## config.mk

```make
export PLATFORM = sky130hd
export DESIGN_NAME = pcs_sync_fsm_param
export DESIGN_NICKNAME = d
export VERILOG_FILES = /design/src/rtl/pcs_sync_fsm_param.sv
export SDC_FILE = /design/constraint.sdc
export NUM_CORES = 1
export LEC_CHECK = 0
export CAP_MARGIN = 20
export CORE_AREA = 5 5 78 80
export CTS_CLUSTER_SIZE = 10
export DETAILED_ROUTE_END_ITERATION = 8
export DIE_AREA = 0 0 83 85
export PLACE_DENSITY = 0.86
export SLEW_MARGIN = 20
export SYNTH_ARGS = -nofsm -noshare
export SYNTH_HDL_FRONTEND = slang
export SYNTH_SLANG_ARGS = --single-unit
```

## constraint.sdc

```tcl
create_clock -name clk -period 6.1 [get_ports clk]
set_input_delay 1.22 -clock clk [delete_from_list [all_inputs] [get_ports clk]]
set_output_delay 1.22 -clock clk [all_outputs]
set_load 0.02 [all_outputs]
```

## src/rtl/pcs_sync_fsm_param.sv

```systemverilog
// 1000BASE-X PCS receive synchroniser: comma acquisition, error hysteresis, RX_EVEN tracking.
// Optional running-disparity validity check is enabled by defining RUNNING_DISPARITY_CHECK_EN.
//
// state          | meaning
// LOSS_OF_SYNC   | hunting for a comma, output forced to 0
// COMMA_DETECT   | comma seen, expecting a data group next
// ACQUIRE_SYNC   | counting even-aligned commas toward sync
// SYNC_ACQUIRED  | in sync, groups passed through, errors counted
module pcs_sync_fsm_param #(
    parameter int ACQ_COMMAS   = 3,
    parameter int LOSS_ERRORS  = 4,
    parameter int GOOD_RECOVER = 3
) (
    input  logic       clk,
    input  logic       reset,
    input  logic       rx_cg_valid,
    input  logic [9:0] rx_code_group_in,
    output logic [9:0] rx_code_group_out,
    output logic       rx_cg_out_valid,
    output logic       RX_EVEN,
    output logic       sync_status,
    output logic [2:0] err_count
);

    localparam logic [2:0] ACQ_C  = 3'(ACQ_COMMAS);
    localparam logic [2:0] LOSS_C = 3'(LOSS_ERRORS);
    localparam logic [3:0] GOOD_C = 4'(GOOD_RECOVER);

    typedef enum logic [1:0] {
        LOSS_OF_SYNC,
        COMMA_DETECT,
        ACQUIRE_SYNC,
        SYNC_ACQUIRED
    } state_t;

    state_t     state_q, state_d;
    logic [2:0] comma_cnt_q, comma_cnt_d;
    logic [3:0] good_cnt_q, good_cnt_d;
    logic [2:0] err_cnt_d;
    logic       rx_even_d;
    logic       go_loss;

    logic [3:0] ones;
    logic [3:0] run_cur, run_max;
    logic       is_comma, is_valid, is_data, disp_bad;

    always_comb begin
        ones    = '0;
        run_cur = 4'd1;
        run_max = 4'd1;
        for (int i = 0; i < 10; i++) ones = ones + {3'b000, rx_code_group_in[i]};
        for (int i = 1; i < 10; i++) begin
            run_cur = (rx_code_group_in[i] == rx_code_group_in[i-1]) ? run_cur + 4'd1 : 4'd1;
            if (run_cur > run_max) run_max = run_cur;
        end
    end

`ifdef RUNNING_DISPARITY_CHECK_EN
    logic rd_q;  // 1 = positive running disparity

    assign disp_bad = (ones == 4'd6 && rd_q) || (ones == 4'd4 && !rd_q);

    always_ff @(posedge clk or negedge reset) begin
        if (!reset) rd_q <= 1'b0;
        else if (rx_cg_valid && ones != 4'd5) rd_q <= (ones > 4'd5);
    end
`else
    assign disp_bad = 1'b0;
`endif

    assign is_comma = (rx_code_group_in == 10'b0011111010) || (rx_code_group_in == 10'b1100000101);
    assign is_valid = is_comma ||
                      (ones >= 4'd4 && ones <= 4'd6 && run_max <= 4'd4 && !disp_bad);
    assign is_data  = is_valid && !is_comma;

    always_comb begin
        state_d     = state_q;
        comma_cnt_d = comma_cnt_q;
        good_cnt_d  = good_cnt_q;
        err_cnt_d   = err_count;
        rx_even_d   = !RX_EVEN;
        go_loss     = 1'b0;
        case (state_q)
            LOSS_OF_SYNC: begin
                if (is_comma) begin
                    state_d     = COMMA_DETECT;
                    rx_even_d   = 1'b1;
                    comma_cnt_d = 3'd1;
                end
            end
            COMMA_DETECT: begin
                if (is_data) begin
                    state_d   = ACQUIRE_SYNC;
                    rx_even_d = 1'b0;
                end else begin
                    go_loss = 1'b1;
                end
            end
            ACQUIRE_SYNC: begin
                if (is_comma && !RX_EVEN) begin
                    comma_cnt_d = comma_cnt_q + 3'd1;
                    rx_even_d   = 1'b1;
                    state_d     = (comma_cnt_q + 3'd1 == ACQ_C) ? SYNC_ACQUIRED : COMMA_DETECT;
                end else if (!is_data) begin
                    go_loss = 1'b1;
                end
            end
            SYNC_ACQUIRED: begin
                if (is_comma) rx_even_d = 1'b1;
                // an error always wins over a pending recovery step
                if (!is_valid || (is_comma && RX_EVEN)) begin
                    good_cnt_d = 4'd0;
                    if (err_count + 3'd1 == LOSS_C) go_loss = 1'b1;
                    else                             err_cnt_d = err_count + 3'd1;
                end else if (err_count != 3'd0) begin
                    if (good_cnt_q + 4'd1 == GOOD_C) begin
                        err_cnt_d  = err_count - 3'd1;
                        good_cnt_d = 4'd0;
                    end else begin
                        good_cnt_d = good_cnt_q + 4'd1;
                    end
                end
            end
            default: go_loss = 1'b1;
        endcase
        if (go_loss) begin
            state_d     = LOSS_OF_SYNC;
            comma_cnt_d = 3'd0;
            good_cnt_d  = 4'd0;
            err_cnt_d   = 3'd0;
        end
    end

    always_ff @(posedge clk or negedge reset) begin
        if (!reset) begin
            state_q           <= LOSS_OF_SYNC;
            comma_cnt_q       <= 3'd0;
            good_cnt_q        <= 4'd0;
            err_count         <= 3'd0;
            RX_EVEN           <= 1'b0;
            rx_code_group_out <= 10'd0;
            rx_cg_out_valid   <= 1'b0;
            sync_status       <= 1'b0;
        end else begin
            rx_cg_out_valid <= rx_cg_valid;
            if (rx_cg_valid) begin
                state_q           <= state_d;
                comma_cnt_q       <= comma_cnt_d;
                good_cnt_q        <= good_cnt_d;
                err_count         <= err_cnt_d;
                RX_EVEN           <= rx_even_d;
                rx_code_group_out <= (state_q == SYNC_ACQUIRED) ? rx_code_group_in : 10'd0;
                sync_status       <= (state_d == SYNC_ACQUIRED);
            end
        end
    end

endmodule

```

==> results of run 1 <==
==> per-stage QoR <==
step	cell area, sq um	hold WS [ps]	TNS [ps]	instances
global placement	4527	493.0	-74590	592
floorplan	3477	478.5	-65300	403
CTS	4903	529.8	-75700	617
detailed placement	4527	505.7	-84430	592
==> what timing repair did <==
| item | 4_1_cts |
|---|---|
| endpoints found under the setup margin | 14 |
| gates resized for setup | 56 |
| gates cloned | 0 |
| buffers inserted | 21 |
| pin swaps | 40 |
==> cell families after synthesis <==
kind of cell	count (synthesis)	share of synthesized area [%]
AOI/OAI and AO/OA	115	25.27
xor gates and xnor gates	13	3.680
adders and majority gates	57	22.99
buffers and inverters	54	6.601
DFF	25	18.97
muxes	10	3.187
other	2	0.2277
and+or+nand+nor	124	19.08
==> results.py, run 1 <==
metrics = {
    "die": {
        "dieHeight_microns": 85,
        "start_util_pct": 61.79,
        "io_pins": 29,
        "die_w_microns": 83,
        "rows": 27,
    },
    "logic_synthesis": {
        "netlist.area_leader.share_pct": 19.35,
        "synth_most_common_cell": "ha_1",
        "ys_types": 68,
        "netlist_instances": 400,
        "syn-cell-area_sq_mm": 0.003298,
        "syn_avg_cell_area_sq_um": 8.245,
        "yosysSeqAreaShare_pct": 18.97,
        "synth_common_cells": "ha_1 (51), inv_1 (47), o21ai_0 (34)",
        "synthArstFlopShare_pct": 100.0,
        "synth_top_area_cell": "ha_1",
        "synth.area.top_cells": "ha_1 (19%), dfrtp_1 (19%), inv_1 (5.3%)",
        "ys.flop_type": "dfrtp_1",
        "synth-seq-cells": 25,
        "yosys_warnings": 0,
        "synth_edf_count": 0,
    },
    "clock_tree": {
        "hold_buffers": 0,
        "cts.sinks": 25,
        "clock-root-buffer": "clkbuf_8",
        "cts_buffers": 3,
        "h-tree-depth": 1,
        "cts_max_path_buffers": 2,
    },
    "global_route": {
        "grt_max_degree": 31,
    },
    "sta": {
        "repair-timing-grt-worst-ep": "good_cnt_q[3]$_DFFE_PN0P_/D",
        "worst-ep-kind": "register data pin",
    },
    "place": {
        "dpl.hpwl_microns": 8441,
        "dp_slack_ps": -6150,
        "place_congestion": 0.9208,
        "port_buffers": 28,
    },
    "status": {
        "lastStage": "global routing (5_1_grt)",
        "error": "[ERROR DPL-0038] Utilization greater than 100%, impossible to legalize",
        "outcome": "aborted with a tool error",
    },
}
==> inputs of run 2 (changes only) <==
--- a/config.mk
+++ b/config.mk
@@ -6,11 +6,10 @@
 export NUM_CORES = 1
 export LEC_CHECK = 0
 export CAP_MARGIN = 20
-export CORE_AREA = 5 5 78 80
-export CTS_CLUSTER_SIZE = 10
+export CORE_AREA = 5 5 97 99
 export DETAILED_ROUTE_END_ITERATION = 8
-export DIE_AREA = 0 0 83 85
-export PLACE_DENSITY = 0.86
+export DIE_AREA = 0 0 102 104
+export PLACE_DENSITY_LB_ADDON = 0.15
 export SLEW_MARGIN = 20
 export SYNTH_ARGS = -nofsm -noshare
 export SYNTH_HDL_FRONTEND = slang
==> results.py, run 2 <==
metrics = {
    "logic_synthesis": {
        "synth_most_common_cell": "ha_1",
        "synth_compound_area_share_pct": 25.27,
        "synth_top_area_cell": "ha_1",
        "synth-seq-cells": 25,
        "synthSimpleGateAreaFrac_pct": 19.08,
        "synth_fa_ha_area_share_pct": 22.99,
        "synth_edf_count": 0,
        "synth.area.top_cells": "ha_1 (19%), dfrtp_1 (19%), inv_1 (5.3%)",
        "muxShareOfSynthArea_pct": 3.187,
        "yosys_warnings": 0,
        "ys.flop_type": "dfrtp_1",
        "syn-cell-area_sq_mm": 0.003298,
        "ys_types": 68,
        "synthArstFlopShare_pct": 100.0,
        "synth_xor_area_share_pct": 3.680,
        "synth_top_family_by_area": "compound AO/OA/AOI/OAI gates",
        "synth_common_cells": "ha_1 (51), inv_1 (47), o21ai_0 (34)",
        "syn_avg_cell_area_sq_um": 8.245,
        "netlist_instances": 400,
        "netlist.area_leader.share_pct": 19.35,
        "yosysSeqAreaShare_pct": 18.97,
    },
    "die": {
        "start_util_pct": 38.96,
        "die_area_sq_mm": 0.01061,
        "rows": 34,
        "io_pins": 29,
        "core-area_sq_mm": 0.008466,
        "die_w_microns": 102,
        "dieHeight_microns": 104,
    },
    "route": {
        "num_vias": 3422,
        "drt-total-wl_microns": 9438,
        "ant_nets": 0,
        "dr.pass1.iters": 4,
        "routedWlPerCell_microns": 14.26,
        "viasPerCell": 5.169,
        "first_iter_violations": 95,
        "drc": 0,
    },
    "critical_path": {
        "cp_common_cell": "buf_6",
        "cp-end-kind": "flip-flop",
        "r2r_cells": 9,
        "crit_family": "compound AO/OA/AOI/OAI gates",
        "cp-start-kind": "input pin",
        "startpoint": "rx_code_group_in[2]",
        "timing.reg2reg.setup_slack_ps": 3510,
        "worstReg2RegStart": "state_q[1]$_DFFE_PN0P_",
        "worstSetupPathType": "in2reg",
        "crit_required_ps": 6260,
        "rr_endpoint": "err_count[2]$_DFFE_PN0P_",
        "cpPeakStageDelay_ps": 400,
        "crit_fanout": 6,
        "critPathArrivalTime_ps": 11330,
        "worstSetupPathDepth": 56,
        "crit_path_end": "good_cnt_q[3]$_DFFE_PN0P_",
        "slowest_stage": "a2111oi_4",
        "worst-path-buf-inv": 8,
    },
    "global_route": {
        "grt_pass1_wl_microns": 16030,
        "grt_max_degree": 31,
        "grt_pass1_vias": 3580,
        "overflow": 0,
        "grt_use_total_pct": 17.89,
        "grt_antenna_before_repair": 0,
    },
    "sta": {
        "max_freq_ghz": 0.08954,
        "final_max_slew_viol_count": 0,
        "setup_violations": 14,
        "slew_headroom_pct": 31.78,
        "fin_crit_ps": 11170,
        "finalHoldViolCount": 0,
        "timing.final.ws_setup_ps": -5068,
        "fin_worst_skew_ps": 6.477,
        "timing.final.crit_share_pct": 183.1,
        "rsz0062_at_grt": "true",
        "tightest_slew_ps": 1020,
    },
    "hold_path": {
        "min_path_type": "reg2reg",
        "hp-start": "rx_code_group_out[4]$_DFFE_PN0P_",
    },
    "clock_tree": {
        "clk_transition_reported_paths_ps": 90,
        "cts_max_path_buffers": 2,
        "cts_buffers": 3,
        "clock-root-buffer": "clkbuf_8",
        "h-tree-depth": 1,
        "clk-insertion-delay-late_ps": 270,
        "hold_buffers": 0,
        "cts.sinks": 25,
        "cts_tree": "built",
    },
    "place": {
        "port_buffers": 28,
        "dpl.hpwl_microns": 7051,
        "place_congestion": 0.8248,
    },
    "power_and_ir_drop": {
        "peakVddDrop_mv": 0.3449,
        "power-per-cell-area_mw_per_mm2": 448.5,
        "p_leak_nw": 2.413,
        "total_power_w": 0.002335,
    },
    "final_layout": {
        "post-route-util_pct": 61.51,
        "antennaDiodeCount": 0,
        "final_layout_size_suffix_gt1_share_pct": 39.53,
        "area_growth_pct": 57.89,
        "layout_commonest_cell": "buf_4",
        "layout_common_cells": "buf_4 (115), inv_1 (43), ha_1 (39)",
        "nets": 625,
        "largest_reg_flops": 10,
        "regMostFlops": "rx_code_group_out",
        "reg_top3": "rx_code_group_out (10), good_cnt_q (4)",
    },
    "status": {
        "outcome": "finished with violations",
        "violations": "negative setup slack",
    },
    "run": {
        "cap_violations": 0,
    },
}
==> run 2: how the worst min path moves through the flow <==
stage                                        to  slack, ps  depth (start not counted)
2_1_floorplan        comma_cnt_q[1]$_DFFE_PN0P_        480                          2
3_3_place_gp         comma_cnt_q[1]$_DFFE_PN0P_        500                          2
3_5_place_dp   rx_code_group_out[5]$_DFFE_PN0P_        510                          2
4_1_cts        rx_code_group_out[1]$_DFFE_PN0P_        540                          2
5_1_grt        rx_code_group_out[1]$_DFFE_PN0P_        550                          2
6_report       rx_code_group_out[4]$_DFFE_PN0P_        530                          2
==> run 2: kinds of logic after synthesis <==
| logic type | after synthesis |
|---|---|
| muxes | 10 |
| buffers and inverters | 54 |
| xor gates and xnor gates | 13 |
| other | 2 |
| adders and majority gates | 57 |
| AOI/OAI and AO/OA | 115 |
| and+or+nand+nor | 124 |
| DFF | 25 |
==> run 2: per-layer routing <==
metal | routed length [microns] | part of all wire (%) | global-route usage (%)
met5 | 0 | 0 | 0
met4 | 210 | 2.2 | 5.436
met3 | 211 | 2.2 | 1.476
met2 | 4692 | 50 | 30.22
met1 | 4324 | 46 | 23.92
==> run 2: timing repair <==
action | 4_1_cts | 5_1_grt
pin swaps | 43 | 41
resized for setup | 65 | 33
endpoints found under the setup margin | 14 | 14
setup buffers | 21 | 9
gates cloned | 0 | 0
==> run 2: per-stage QoR <==
step / std cells / TNS [ps] / setup WS (ps) / hold WS (ps) / area [sq um]
after detailed placement: 629 / -79960 / -5835 / 514.8 / 4579
after global routing: 662 / -76670 / -5575 / 553.4 / 5207
final: 662 / -69310 / -5068 / 530.3 / 5207
after CTS: 654 / -70170 / -5128 / 536.0 / 4970
after floorplan: 403 / -65300 / -4848 / 478.5 / 3477
after global placement: 629 / -76900 / -5592 / 497.2 / 4579
==> run 2: final cells by class <==
cell class	instances	area, sq um
fill	729	3258
tap	108	135.1
sequential	25	625.6
clock buffer	4	45.04
timing repair buffer	154	1267
inverter	47	180.2
multi-input combinational	324	2954
==> run 2: power breakdown <==
part	leakage [nW]	switching [W]	internal, W
clock	0.0228	0.0000513	0.0000467
sequential	0.332	0.0000327	0.000189
combinational	2.06	0.000902	0.00111
==> run 2: worst reg2reg max path: cells and delay by family, from the launching register on <==
family	cells	cell delay [ps]
AO/OA/AOI/OAI	7	1340
adder cells (fa/ha/maj)	1	520
flip-flops	1	470
AND/OR/NAND/NOR	1	160
No activity file was read; power rests on OpenSTA's default activity.
==> inputs of run 3 (changes only) <==
--- a/config.mk
+++ b/config.mk
@@ -5,6 +5,7 @@
 export SDC_FILE = /design/constraint.sdc
 export NUM_CORES = 1
 export LEC_CHECK = 0
+export ABC_AREA = 0
 export CAP_MARGIN = 20
 export CORE_AREA = 5 5 97 99
 export DETAILED_ROUTE_END_ITERATION = 8
==> results of run 3 <==
Final layout, timing and power as in run 2 (identical DEF).
